`src/rtl/seven_segment_chain_serializer_pkg.sv`:
```
// Shared definitions for the seven-segment chain serializer: CTRL register
// bit positions, FSM state encoding and the per-digit width.
package seven_seg_pkg;

    localparam int unsigned DIGIT_W      = 8;

    localparam int unsigned CTRL_GO      = 0;
    localparam int unsigned CTRL_AUTO    = 1;
    localparam int unsigned CTRL_BUSY    = 8;
    localparam int unsigned CTRL_PENDING = 9;

    typedef enum logic [2:0] {
        ST_IDLE,
        ST_LOAD,
        ST_SHIFT_LO,
        ST_SHIFT_HI,
        ST_LATCH
    } state_t;

endpackage

```
`src/rtl/seven_segment_chain_serializer_if.sv`:
```
// Avalon-MM slave bus bundle for the serializer register file.
interface seven_segment_chain_serializer_if #(
    parameter int unsigned ADDR_W = 3
);
    logic              chipselect;
    logic              read;
    logic              write;
    logic [ADDR_W-1:0] address;
    logic [3:0]        byteenable;
    logic [31:0]       writedata;
    logic [31:0]       readdata;

    modport master (
        output chipselect, read, write, address, byteenable, writedata,
        input  readdata
    );

    modport slave (
        input  chipselect, read, write, address, byteenable, writedata,
        output readdata
    );
endinterface

```
`src/rtl/seven_segment_chain_serializer_bit_timer.sv`:
```
// Phase timer: counts CLK_DIV cycles per FSM phase and flags the last one.
// Reloaded whenever the FSM enters a new state.
module seven_segment_bit_timer #(
    parameter int unsigned CLK_DIV = 4
) (
    input  logic clk,
    input  logic rst,
    input  logic clear_i,
    output logic tick_o
);
    localparam logic [7:0] RELOAD = 8'(CLK_DIV - 1);

    logic [7:0] cnt_q, cnt_d;

    // Reload on state entry, otherwise count down and park at zero.
    always_comb begin
        cnt_d = cnt_q;
        if (clear_i) begin
            cnt_d = RELOAD;
        end else if (cnt_q != '0) begin
            cnt_d = cnt_q - 8'd1;
        end
    end

    // Counter register.
    always_ff @(posedge clk or posedge rst) begin
        if (rst) begin
            cnt_q <= '0;
        end else begin
            cnt_q <= cnt_d;
        end
    end

    assign tick_o = (cnt_q == '0);

endmodule

```
`src/rtl/seven_segment_chain_serializer.sv`:
```
// Seven-segment chain serializer: Avalon-MM register file of digit patterns
// that are shifted MSB-first (highest digit first) into a daisy chain of
// 8-bit shift/storage registers, followed by a latch strobe.
module seven_segment_chain_serializer
    import seven_seg_pkg::*;
#(
    parameter int unsigned NUM_DIGITS = 4,
    parameter int unsigned CLK_DIV    = 4,
    parameter int unsigned ADDR_W     = 3
) (
    input  logic                                 clock,
    input  logic                                 reset,
    seven_segment_chain_serializer_if.slave      bus,
    output logic                                 ser_data,
    output logic                                 ser_clk,
    output logic                                 ser_latch,
    output logic                                 busy
);
    localparam int unsigned       TOTAL     = NUM_DIGITS * DIGIT_W;
    localparam int unsigned       CNT_W     = $clog2(TOTAL);
    localparam logic [ADDR_W-1:0] CTRL_ADDR = ADDR_W'(NUM_DIGITS);
    localparam logic [CNT_W-1:0]  LAST_BIT  = CNT_W'(TOTAL - 1);

    state_t               state_q, state_d;
    logic [DIGIT_W-1:0]   digit_q [NUM_DIGITS];
    logic                 auto_q;
    logic                 pending_q, pending_d;
    logic [TOTAL-1:0]     shift_q, shift_d;
    logic [TOTAL-1:0]     snap;
    logic [CNT_W-1:0]     bit_cnt_q, bit_cnt_d;
    logic                 ser_data_q, ser_clk_q, ser_latch_q, busy_q;
    logic                 tick, timer_clear;

    logic wr_lane0, ctrl_sel, digit_sel, go_req, start_req;
    logic unused_bus;

    assign wr_lane0  = bus.chipselect & bus.write & bus.byteenable[0];
    assign ctrl_sel  = (bus.address == CTRL_ADDR);
    assign digit_sel = (bus.address < CTRL_ADDR);
    assign go_req    = wr_lane0 & ctrl_sel & bus.writedata[CTRL_GO];
    assign start_req = go_req | (wr_lane0 & digit_sel & auto_q);

    assign unused_bus = ^{bus.read, bus.writedata[31:DIGIT_W], bus.byteenable[3:1]};

    // Register file: digit patterns and the AUTO mode bit.
    always_ff @(posedge clock or posedge reset) begin
        if (reset) begin
            for (int unsigned k = 0; k < NUM_DIGITS; k++) begin
                digit_q[k] <= '0;
            end
            auto_q <= 1'b0;
        end else if (wr_lane0) begin
            for (int unsigned k = 0; k < NUM_DIGITS; k++) begin
                if (bus.address == ADDR_W'(k)) begin
                    digit_q[k] <= bus.writedata[DIGIT_W-1:0];
                end
            end
            if (ctrl_sel) begin
                auto_q <= bus.writedata[CTRL_AUTO];
            end
        end
    end

    // Zero-wait-state read mux; GO always reads back as zero.
    always_comb begin
        bus.readdata = '0;
        for (int unsigned k = 0; k < NUM_DIGITS; k++) begin
            if (bus.address == ADDR_W'(k)) begin
                bus.readdata[DIGIT_W-1:0] = digit_q[k];
            end
        end
        if (ctrl_sel) begin
            bus.readdata[CTRL_AUTO]    = auto_q;
            bus.readdata[CTRL_BUSY]    = busy_q;
            bus.readdata[CTRL_PENDING] = pending_q;
        end
    end

    // Snapshot image: highest digit in the top byte so it leaves first.
    always_comb begin
        snap = '0;
        for (int unsigned k = 0; k < NUM_DIGITS; k++) begin
            snap[k*DIGIT_W +: DIGIT_W] = digit_q[k];
        end
    end

    // Transfer sequencing, request collapsing and shift-register update.
    always_comb begin
        state_d   = state_q;
        pending_d = pending_q;
        shift_d   = shift_q;
        bit_cnt_d = bit_cnt_q;

        if (start_req && state_q != ST_IDLE) begin
            pending_d = 1'b1;
        end

        case (state_q)
            ST_IDLE: begin
                if (start_req || pending_q) begin
                    state_d = ST_LOAD;
                end
            end
            ST_LOAD: begin
                state_d   = ST_SHIFT_LO;
                shift_d   = snap;
                bit_cnt_d = '0;
                // A request landing on the snapshot edge missed the snapshot,
                // so it has to survive the clear.
                pending_d = start_req;
            end
            ST_SHIFT_LO: begin
                if (tick) begin
                    state_d = ST_SHIFT_HI;
                end
            end
            ST_SHIFT_HI: begin
                if (tick) begin
                    if (bit_cnt_q == LAST_BIT) begin
                        state_d = ST_LATCH;
                    end else begin
                        state_d   = ST_SHIFT_LO;
                        bit_cnt_d = bit_cnt_q + CNT_W'(1);
                        shift_d   = {shift_q[TOTAL-2:0], 1'b0};
                    end
                end
            end
            ST_LATCH: begin
                if (tick) begin
                    state_d = ST_IDLE;
                end
            end
            default: state_d = ST_IDLE;
        endcase
    end

    assign timer_clear = (state_d != state_q);

    seven_segment_bit_timer #(
        .CLK_DIV (CLK_DIV)
    ) u_bit_timer (
        .clk     (clock),
        .rst     (reset),
        .clear_i (timer_clear),
        .tick_o  (tick)
    );

    // FSM state, shifter and registered chain outputs (decoded from next state
    // so the pins line up with the state register and never glitch).
    always_ff @(posedge clock or posedge reset) begin
        if (reset) begin
            state_q     <= ST_IDLE;
            pending_q   <= 1'b0;
            shift_q     <= '0;
            bit_cnt_q   <= '0;
            ser_data_q  <= 1'b0;
            ser_clk_q   <= 1'b0;
            ser_latch_q <= 1'b0;
            busy_q      <= 1'b0;
        end else begin
            state_q     <= state_d;
            pending_q   <= pending_d;
            shift_q     <= shift_d;
            bit_cnt_q   <= bit_cnt_d;
            ser_data_q  <= (state_d == ST_SHIFT_LO || state_d == ST_SHIFT_HI) ?
                           shift_d[TOTAL-1] : 1'b0;
            ser_clk_q   <= (state_d == ST_SHIFT_HI);
            ser_latch_q <= (state_d == ST_LATCH);
            busy_q      <= (state_d != ST_IDLE);
        end
    end

    assign ser_data  = ser_data_q;
    assign ser_clk   = ser_clk_q;
    assign ser_latch = ser_latch_q;
    assign busy      = busy_q;

endmodule

```
`src/flat_wrapper.sv`:
```
// flat-port wrapper written by rule: the top's interface ports become plain ports
module seven_segment_chain_serializer_flat import seven_seg_pkg::*;
#(
    parameter int unsigned NUM_DIGITS = 4,
    parameter int unsigned CLK_DIV    = 4,
    parameter int unsigned ADDR_W     = 3
)
  (clock, reset, ser_data, ser_clk, ser_latch, busy, bus_chipselect, bus_read, bus_write, bus_address, bus_byteenable, bus_writedata, bus_readdata);
  seven_segment_chain_serializer_if #(.ADDR_W(ADDR_W)) bus_i ();
  input  logic clock;
  input  logic reset;
  output logic ser_data;
  output logic ser_clk;
  output logic ser_latch;
  output logic busy;
  input wire logic [$bits(bus_i.chipselect)-1:0] bus_chipselect;
  input wire logic [$bits(bus_i.read)-1:0] bus_read;
  input wire logic [$bits(bus_i.write)-1:0] bus_write;
  input wire logic [$bits(bus_i.address)-1:0] bus_address;
  input wire logic [$bits(bus_i.byteenable)-1:0] bus_byteenable;
  input wire logic [$bits(bus_i.writedata)-1:0] bus_writedata;
  output wire logic [$bits(bus_i.readdata)-1:0] bus_readdata;
  assign bus_i.chipselect = bus_chipselect;
  assign bus_i.read = bus_read;
  assign bus_i.write = bus_write;
  assign bus_i.address = bus_address;
  assign bus_i.byteenable = bus_byteenable;
  assign bus_i.writedata = bus_writedata;
  assign bus_readdata = bus_i.readdata;
  seven_segment_chain_serializer #(.NUM_DIGITS(NUM_DIGITS), .CLK_DIV(CLK_DIV), .ADDR_W(ADDR_W)) u_core (.clock(clock), .reset(reset), .bus(bus_i), .ser_data(ser_data), .ser_clk(ser_clk), .ser_latch(ser_latch), .busy(busy));
endmodule
```
`config.mk`:
```
export PLATFORM = sky130hd
export DESIGN_NAME = seven_segment_chain_serializer_flat
export DESIGN_NICKNAME = d
export VERILOG_FILES = /design/src/rtl/seven_segment_chain_serializer_pkg.sv /design/src/rtl/seven_segment_chain_serializer_if.sv /design/src/rtl/seven_segment_chain_serializer_bit_timer.sv /design/src/rtl/seven_segment_chain_serializer.sv /design/src/flat_wrapper.sv
export SDC_FILE = /design/constraint.sdc
export NUM_CORES = 1
export LEC_CHECK = 0
export ABC_AREA = 1
export ABC_CLOCK_PERIOD_IN_PS = 5600
export CAP_MARGIN = 0
export CORE_ASPECT_RATIO = 0.9
export CORE_MARGIN = 2
export CORE_UTILIZATION = 30
export CTS_BUF_LIST = sky130_fd_sc_hd__clkbuf_8
export CTS_CLUSTER_DIAMETER = 80
export DETAILED_ROUTE_END_ITERATION = 6
export PLACE_DENSITY = 0.51
export SYNTH_ARGS = -nofsm -noshare
export SYNTH_HDL_FRONTEND = slang
export SYNTH_SLANG_ARGS = --single-unit
```
`constraint.sdc`:
```
create_clock -name clock -period 5.6 [get_ports clock]
set_clock_uncertainty 0.15 [all_clocks]
set_input_delay 0.56 -clock clock [delete_from_list [all_inputs] [get_ports clock]]
set_output_delay 0.56 -clock clock [all_outputs]
set_load 0.02 [all_outputs]
```
==> results.toml, run 1 <==
[outcome]
status = "complete, no violations"

[grt]
gr-max-usage-layer = "met2"
grt_pass1_wl_mm = 17.2
track_usage = 0.140
grt-ovfl-total = 0
grt_max_degree = 53
gr-usage-met1 = 0.185
grtUsageMet3 = 0.0328
grt_pass1_vias = 3280
met2_usage = 0.234
antenna_found_initial = 0

[floorplanning]
ios = 80
die_w_um = 132
num_rows = 41
die-area_mm2 = 0.0157
die_y_um = 119
design.core.area_mm2 = 0.0142
initial_core_util = 0.311

[critical_path]
end_kind = "output port"
max_stage_delay_ns = 0.65
crit_required_ns = 4.89
path_cells = "clkdlybuf4s50_1 -> nor3_1 -> inv_2 -> o22ai_1 -> a21oi_1 -> o211ai_1 -> clkdlybuf4s50_1"
worstPathMaxFanout = 9
crit_top_cell = "clkdlybuf4s50_1"
critPathKind = "in2out"
crit_path_start_kind = "primary input"
crit_slowest_cell = "clkdlybuf4s50_1"
arrival_ns = 2.57

[placed_design]
port_buffers = 29
place_congestion = 0.791
place_hpwl_mm = 7.10

[clocking]
ctsLongestPathBuffers = 2
cts_root_buf = "clkbuf_8"
cts_resized = 0
postCtsSetupBuffers = 0
cts_buffers = 9
numClockSinks = 86
cts-hold-fix-buffers = 0
htree_levels = 3
cts_tree = "done"
insertion_delay_ns = 0.36
clk_pin_slew_ns = 0.08

[timing]
hold_viol_final = 0
max_slew_margin = 0.242
clock.fmax_mhz = 305
rsz0062_at_grt = "no"
period_needed_ns = 3.28
finalCritPeriodShare = 0.586
tightest_slew_ns = 1.13
setup_violations = 0
fin_tns_setup_ns = 0
slew_viol_final = 0

[cells_and_area]
n_fill_cell = 1473
area_growth_pct = 13.4
post_route_cells_drive_above_1_share = 0.130
final_util = 0.353
num-nets-final = 568
diodes = 0

[route]
routed_wl_mm = 10.7
routedWlPerCell_um = 14.9
drc = 0
drt-initial-drc-count = 225
ant_nets = 0
vias = 3359
firstDrtPassIters = 5
vias_per_cell = 4.68

[logic_synthesis]
ys.flop_type = "dfrtp_1"
seq_area_frac_synth = 0.489
syn-cell-area_mm2 = 0.00440
synth_edf_count = 0
ys_ff_latch = 86
synth_warnings = 0
async_reset_ff_frac = 1.00
ys_types = 44
syn_avg_cell_area_um2 = 8.89
postSynthCellCount = 495

[hold_path]
hold_class = "reg2reg"

[job]
maxCapViolations = 0

[power]
pwr_density_cell_mw_per_mm2 = 277
vdd_drop_max_uv = 155
p_leak_nw = 2.32
[stage by stage]
stage | instances | setup slack, ns | hold WS (ns) | cell area, µm² | power [W]
final | 718 | 2.32 | 0.339 | 4990 | 0.00138
after CTS | 718 | 2.30 | 0.341 | 4990 | 0.00140
after detailed placement | 702 | 2.30 | 0.316 | 4770 | 0.000898
after global placement | 702 | 2.30 | 0.309 | 4770 | 0.000893
after global routing | 718 | 2.11 | 0.356 | 4990 | 0.00145
after floorplan | 516 | 2.67 | 0.293 | 4480 | 0.000841
[cell usage after synthesis (2+ instances only)]
master,number,share of area
ha_1,4,0.011
nor2_1,19,0.016
o221ai_1,12,0.024
o22ai_1,15,0.021
nand3_1,14,0.016
inv_1,72,0.061
o221ai_2,9,0.031
buf_6,2,0.0051
clkbuf_1,2,0.0017
nand2_2,6,0.0085
nand3_2,3,0.0068
inv_2,6,0.0051
o21ai_1,5,0.0057
nor3_1,4,0.0045
nand2_1,111,0.095
a21oi_1,21,0.024
buf_2,9,0.010
nand4_1,2,0.0028
xor2_1,4,0.0080
nor2_4,4,0.010
nor2_2,5,0.0071
dfrtp_1,86,0.49
o21ai_2,7,0.014
o21ai_0,29,0.033
buf_4,24,0.041
nor3b_2,2,0.0057
[registers in the layout, indices dropped and copies added (netlist names)]
| name | count |
|---|---|
| u_core.ser_clk | 1 |
| u_core.state_q | 3 |
| u_core.shift_q | 32 |
| u_core.u_bit_timer.cnt_q | 8 |
| u_core.busy | 1 |
| u_core.bit_cnt_q | 5 |
| u_core.pending_q | 1 |
| u_core.ser_data | 1 |
| u_core.ser_latch | 1 |
| u_core.digit_q | 32 |
| u_core.auto_q | 1 |
[final timing paths]
path | end | slack (ns) | cells past startpoint | startpoint
max | bus_readdata[1] | 2.32 | 7 | bus_address[0]
min | u_core.shift_q[31]$_DFF_PP0_ | 0.34 | 2 | u_core.shift_q[31]$_DFF_PP0_
max reg2reg | u_core.bit_cnt_q[0]$_DFFE_PP0P_ | 2.87 | 8 | u_core.u_bit_timer.cnt_q[0]$_DFFE_PP0P_
min reg2reg | u_core.shift_q[31]$_DFF_PP0_ | 0.34 | 2 | u_core.shift_q[31]$_DFF_PP0_
max in group asynchronous | u_core.shift_q[21]$_DFFE_PP0P_ | 3.78 | 3 | reset
min in group asynchronous | u_core.u_bit_timer.cnt_q[3]$_DFFE_PP0P_ | 0.54 | 2 | reset
[layer usage]
metal,vias up,part of all wire,wire length [µm]
met5,-,0,0
met4,0,0.011,117
met3,12,0.055,594
met2,102,0.48,5100
met1,1625,0.46,4900
li1,1620,-,-
[final cells by class]
class	count	area (µm²)	area share
Clock buffer	10	138	0.0276
Multi-Input combinational cell	313	1770	0.355
Timing Repair Buffer	31	305	0.0612
Inverter	79	298	0.0597
Clock inverter	6	85.1	0.0170
Sequential cell	86	2150	0.431
Tap cell	193	241	0.0484
[power by group]
group | leakage, nW | internal (W) | total (W) | switching, W
Combinational | 1.18 | 0.0000612 | 0.000175 | 0.000114
Clock | 0.108 | 0.000262 | 0.000496 | 0.000234
Sequential | 1.04 | 0.000676 | 0.000710 | 0.0000341
Total | 2.32 | 0.000999 | 0.00138 | 0.000382
[cells by family (layout without fill, tap and decap cells)]
group           count (synthesis)  after routing  synth area share
compound gates                104            104             0.163
xor+xnor                        4              4           0.00796
fa+ha+maj                       4              4            0.0114
buf+inv                       117            126             0.126
flops                          86             86             0.489
mux                             1              1           0.00256
other cells                     1             22          0.000852
simple gates                  178            178             0.199
[critical path: cells and delay by family]
kind / cells / cell delay [ns]
AOI/OAI and AO/OA: 3 / 0.34
and+or+nand+nor: 1 / 0.28
buffers and inverters: 3 / 1.38
[placed cells by master (no fill, tap or decap), drive strengths merged]
cell | Yosys | final
nand2 | 118 | 118
dfrtp | 86 | 86
inv | 78 | 77
o21ai | 41 | 41
clkdlybuf4s50 | 0 | 29
nor2 | 29 | 29
conb | 1 | 22
a21oi | 21 | 21
o221ai | 21 | 21
nand3 | 18 | 18
o22ai | 15 | 15
clkbuf | 2 | 10
nor3 | 5 | 5
xor2 | 4 | 4
ha | 4 | 4
clkinv | 1 | 4
nand4 | 3 | 3
nor3b | 2 | 2
clkinvlp | 0 | 2
bufinv | 0 | 2
buf | 36 | 2
a22oi | 1 | 1
o21a | 1 | 1
nand3b | 1 | 1
mux2 | 1 | 1
or2 | 1 | 1
o21bai | 1 | 1
o311ai | 1 | 1
a22o | 1 | 1
nor4 | 1 | 1
o211ai | 1 | 1
Note: power is estimated with default switching activity, not from simulation.
==> run 2: changes to the inputs <==
Settings changed: ABC_CLOCK_PERIOD_IN_PS 5600 to 3350.
Clock period 5.6 ns to 3.35 ns, I/O delays scaled along.
==> run 2 against run 1 <==
  * Sequential cell count did not move
  * Global-route usage is essentially flat
  * Worst setup slack got worse by 1.8 ns
  * Sequential power grew 68%
  * Clock-buffer cell count unchanged
  * Clock power is 82% higher
  * Critical path type unchanged
  * Combinational power up 67%
  * Non-clock buffer count grew 3
  * Wire length down 2.0%
  * Hold slack got worse by 0.14 ns
  * Critical path depth unchanged
  * Final cell count rose by 0.42%
==> results.toml, run 2 (synthesis gave the netlist of run 1 again) <==
[outcome]
status = "complete, no violations"

[route]
firstDrtPassIters = 6
vias = 3311
drc = 0
drt-initial-drc-count = 235
vias_per_cell = 4.59
ant_nets = 0
routed_wl_mm = 10.5
routedWlPerCell_um = 14.6

[clocking]
clk_pin_slew_ns = 0.09
cts_tree = "done"
cts_root_buf = "clkbuf_8"
numClockSinks = 86
insertion_delay_ns = 0.37
cts-hold-fix-buffers = 0
ctsLongestPathBuffers = 2
htree_levels = 3
cts_resized = 0
postCtsSetupBuffers = 0
cts_buffers = 9

[power]
power_frac_comb = 0.123
swShare = 0.266
seqPwrFrac = 0.498
p_leak_nw = 2.36
power_switching_w = 0.000635
vdd_drop_max_uv = 225
pwr_density_cell_mw_per_mm2 = 472
power.share.clock = 0.380
p_int_w = 0.00175

[timing]
max_slew_margin = 0.405
slew_viol_final = 0
finalCritPeriodShare = 0.847
clock.fmax_mhz = 352
hold_viol_final = 0
setup_violations = 0
period_needed_ns = 2.84
tightest_slew_ns = 0.886
rsz0062_at_grt = "no"
fin_tns_setup_ns = 0
whs_ns = 0.199

[placed_design]
port_buffers = 29
place_hpwl_mm = 7.03
place_congestion = 0.765

[hold_path]
hold_class = "in2async"

[floorplanning]
die-area_mm2 = 0.0157
die_w_um = 132
initial_core_util = 0.311
design.core.area_mm2 = 0.0142
num_rows = 41
ios = 80
die_y_um = 119

[grt]
grt_pass1_vias = 3260
antenna_found_initial = 0
grt_pass1_wl_mm = 17.1
grt_max_degree = 54
track_usage = 0.140
grt-ovfl-total = 0

[critical_path]
end_kind = "output port"
arrival_ns = 2.35
crit_required_ns = 2.86
crit_path_start_kind = "primary input"
worstPathMaxFanout = 9
critPathKind = "in2out"

[cells_and_area]
layout_common_cells = "111 x nand2_1, 86 x dfrtp_1, 72 x inv_1"
final_common_cell = "nand2_1"
post_route_cells_drive_above_1_share = 0.133
n_fill_cell = 1485
num-nets-final = 571
diodes = 0
area_growth_pct = 14.8
top_regs = "u_core.digit_q: 32 flops, u_core.shift_q: 32 flops, u_core.u_bit_timer.cnt_q: 8 flops"

[job]
maxCapViolations = 0
-- run 2: changes by cell type in the layout (fill, tap and decap cells not counted), sizes merged --
cell,previous run,this run
clkinv,4,3
clkinvlp,2,1
inv,77,78
buf,2,5
bufinv,2,3
-- run 2: path summary, 6_finish.rpt --
kind | startpoint | endpoint | slack (ns) | cells past startpoint
max | bus_address[0] | bus_readdata[4] | 0.51 | 7
min | reset | u_core.u_bit_timer.cnt_q[5]$_DFFE_PP0P_ | 0.20 | 2
max reg2reg | u_core.state_q[2]$_DFF_PP0_ | u_core.ser_data$_DFF_PP0_ | 1.04 | 8
min reg2reg | u_core.shift_q[31]$_DFF_PP0_ | u_core.shift_q[31]$_DFF_PP0_ | 0.33 | 2
max in group asynchronous | reset | u_core.digit_q[4]$_DFFE_PP0P_ | 2.16 | 3
min in group clock | u_core.shift_q[31]$_DFF_PP0_ | u_core.shift_q[31]$_DFF_PP0_ | 0.33 | 2
-- run 2: power groups by stage --
stage	Combinational [W]	Sequential, W	Clock [W]
finish	0.000293	0.00119	0.000905
global route	0.000334	0.00120	0.000968
CTS	0.000298	0.00119	0.000930
detailed placement	0.000297	0.00121	0
global placement	0.000293	0.00120	0
floorplan	0.000219	0.00119	0
-- run 2: area by class of cell --
cell class	instances	area, µm²	share of cell area
flip-flops and latches	86	2150	0.426
multi-input cells	313	1770	0.351
repair buffers	34	340	0.0674
inverters	79	298	0.0590
well taps	193	241	0.0478
clock buffers	10	138	0.0272
clock inverters	6	110	0.0218
-- run 2: critical path: stages --
cell and delay, ns:
clkdlybuf4s50_1 0.58, nor3_1 0.29, inv_2 0.16, o22ai_1 0.14
a21oi_1 0.08, o21ai_0 0.11, clkdlybuf4s50_1 0.65
-- run 2: layer usage --
layer  track usage  vias to the layer above  routed length, µm
met5             0                        -                  0
met4        0.0285                        0                 74
met3        0.0319                        9                578
met2         0.229                       77               4910
met1         0.191                     1604               4940
li1              -                     1621                  -
-- run 2: metrics by stage --
step	setup slack (ns)	utilization	std cells	total power, W	area (µm²)
after global placement	0.497	0.339	705	0.00150	4800
after floorplan	0.643	-	516	0.00141	4480
after CTS	0.475	0.357	721	0.00241	5050
after detailed placement	0.473	0.339	705	0.00150	4800
final	0.511	0.357	721	0.00238	5050
after global routing	0.348	0.357	721	0.00250	5050
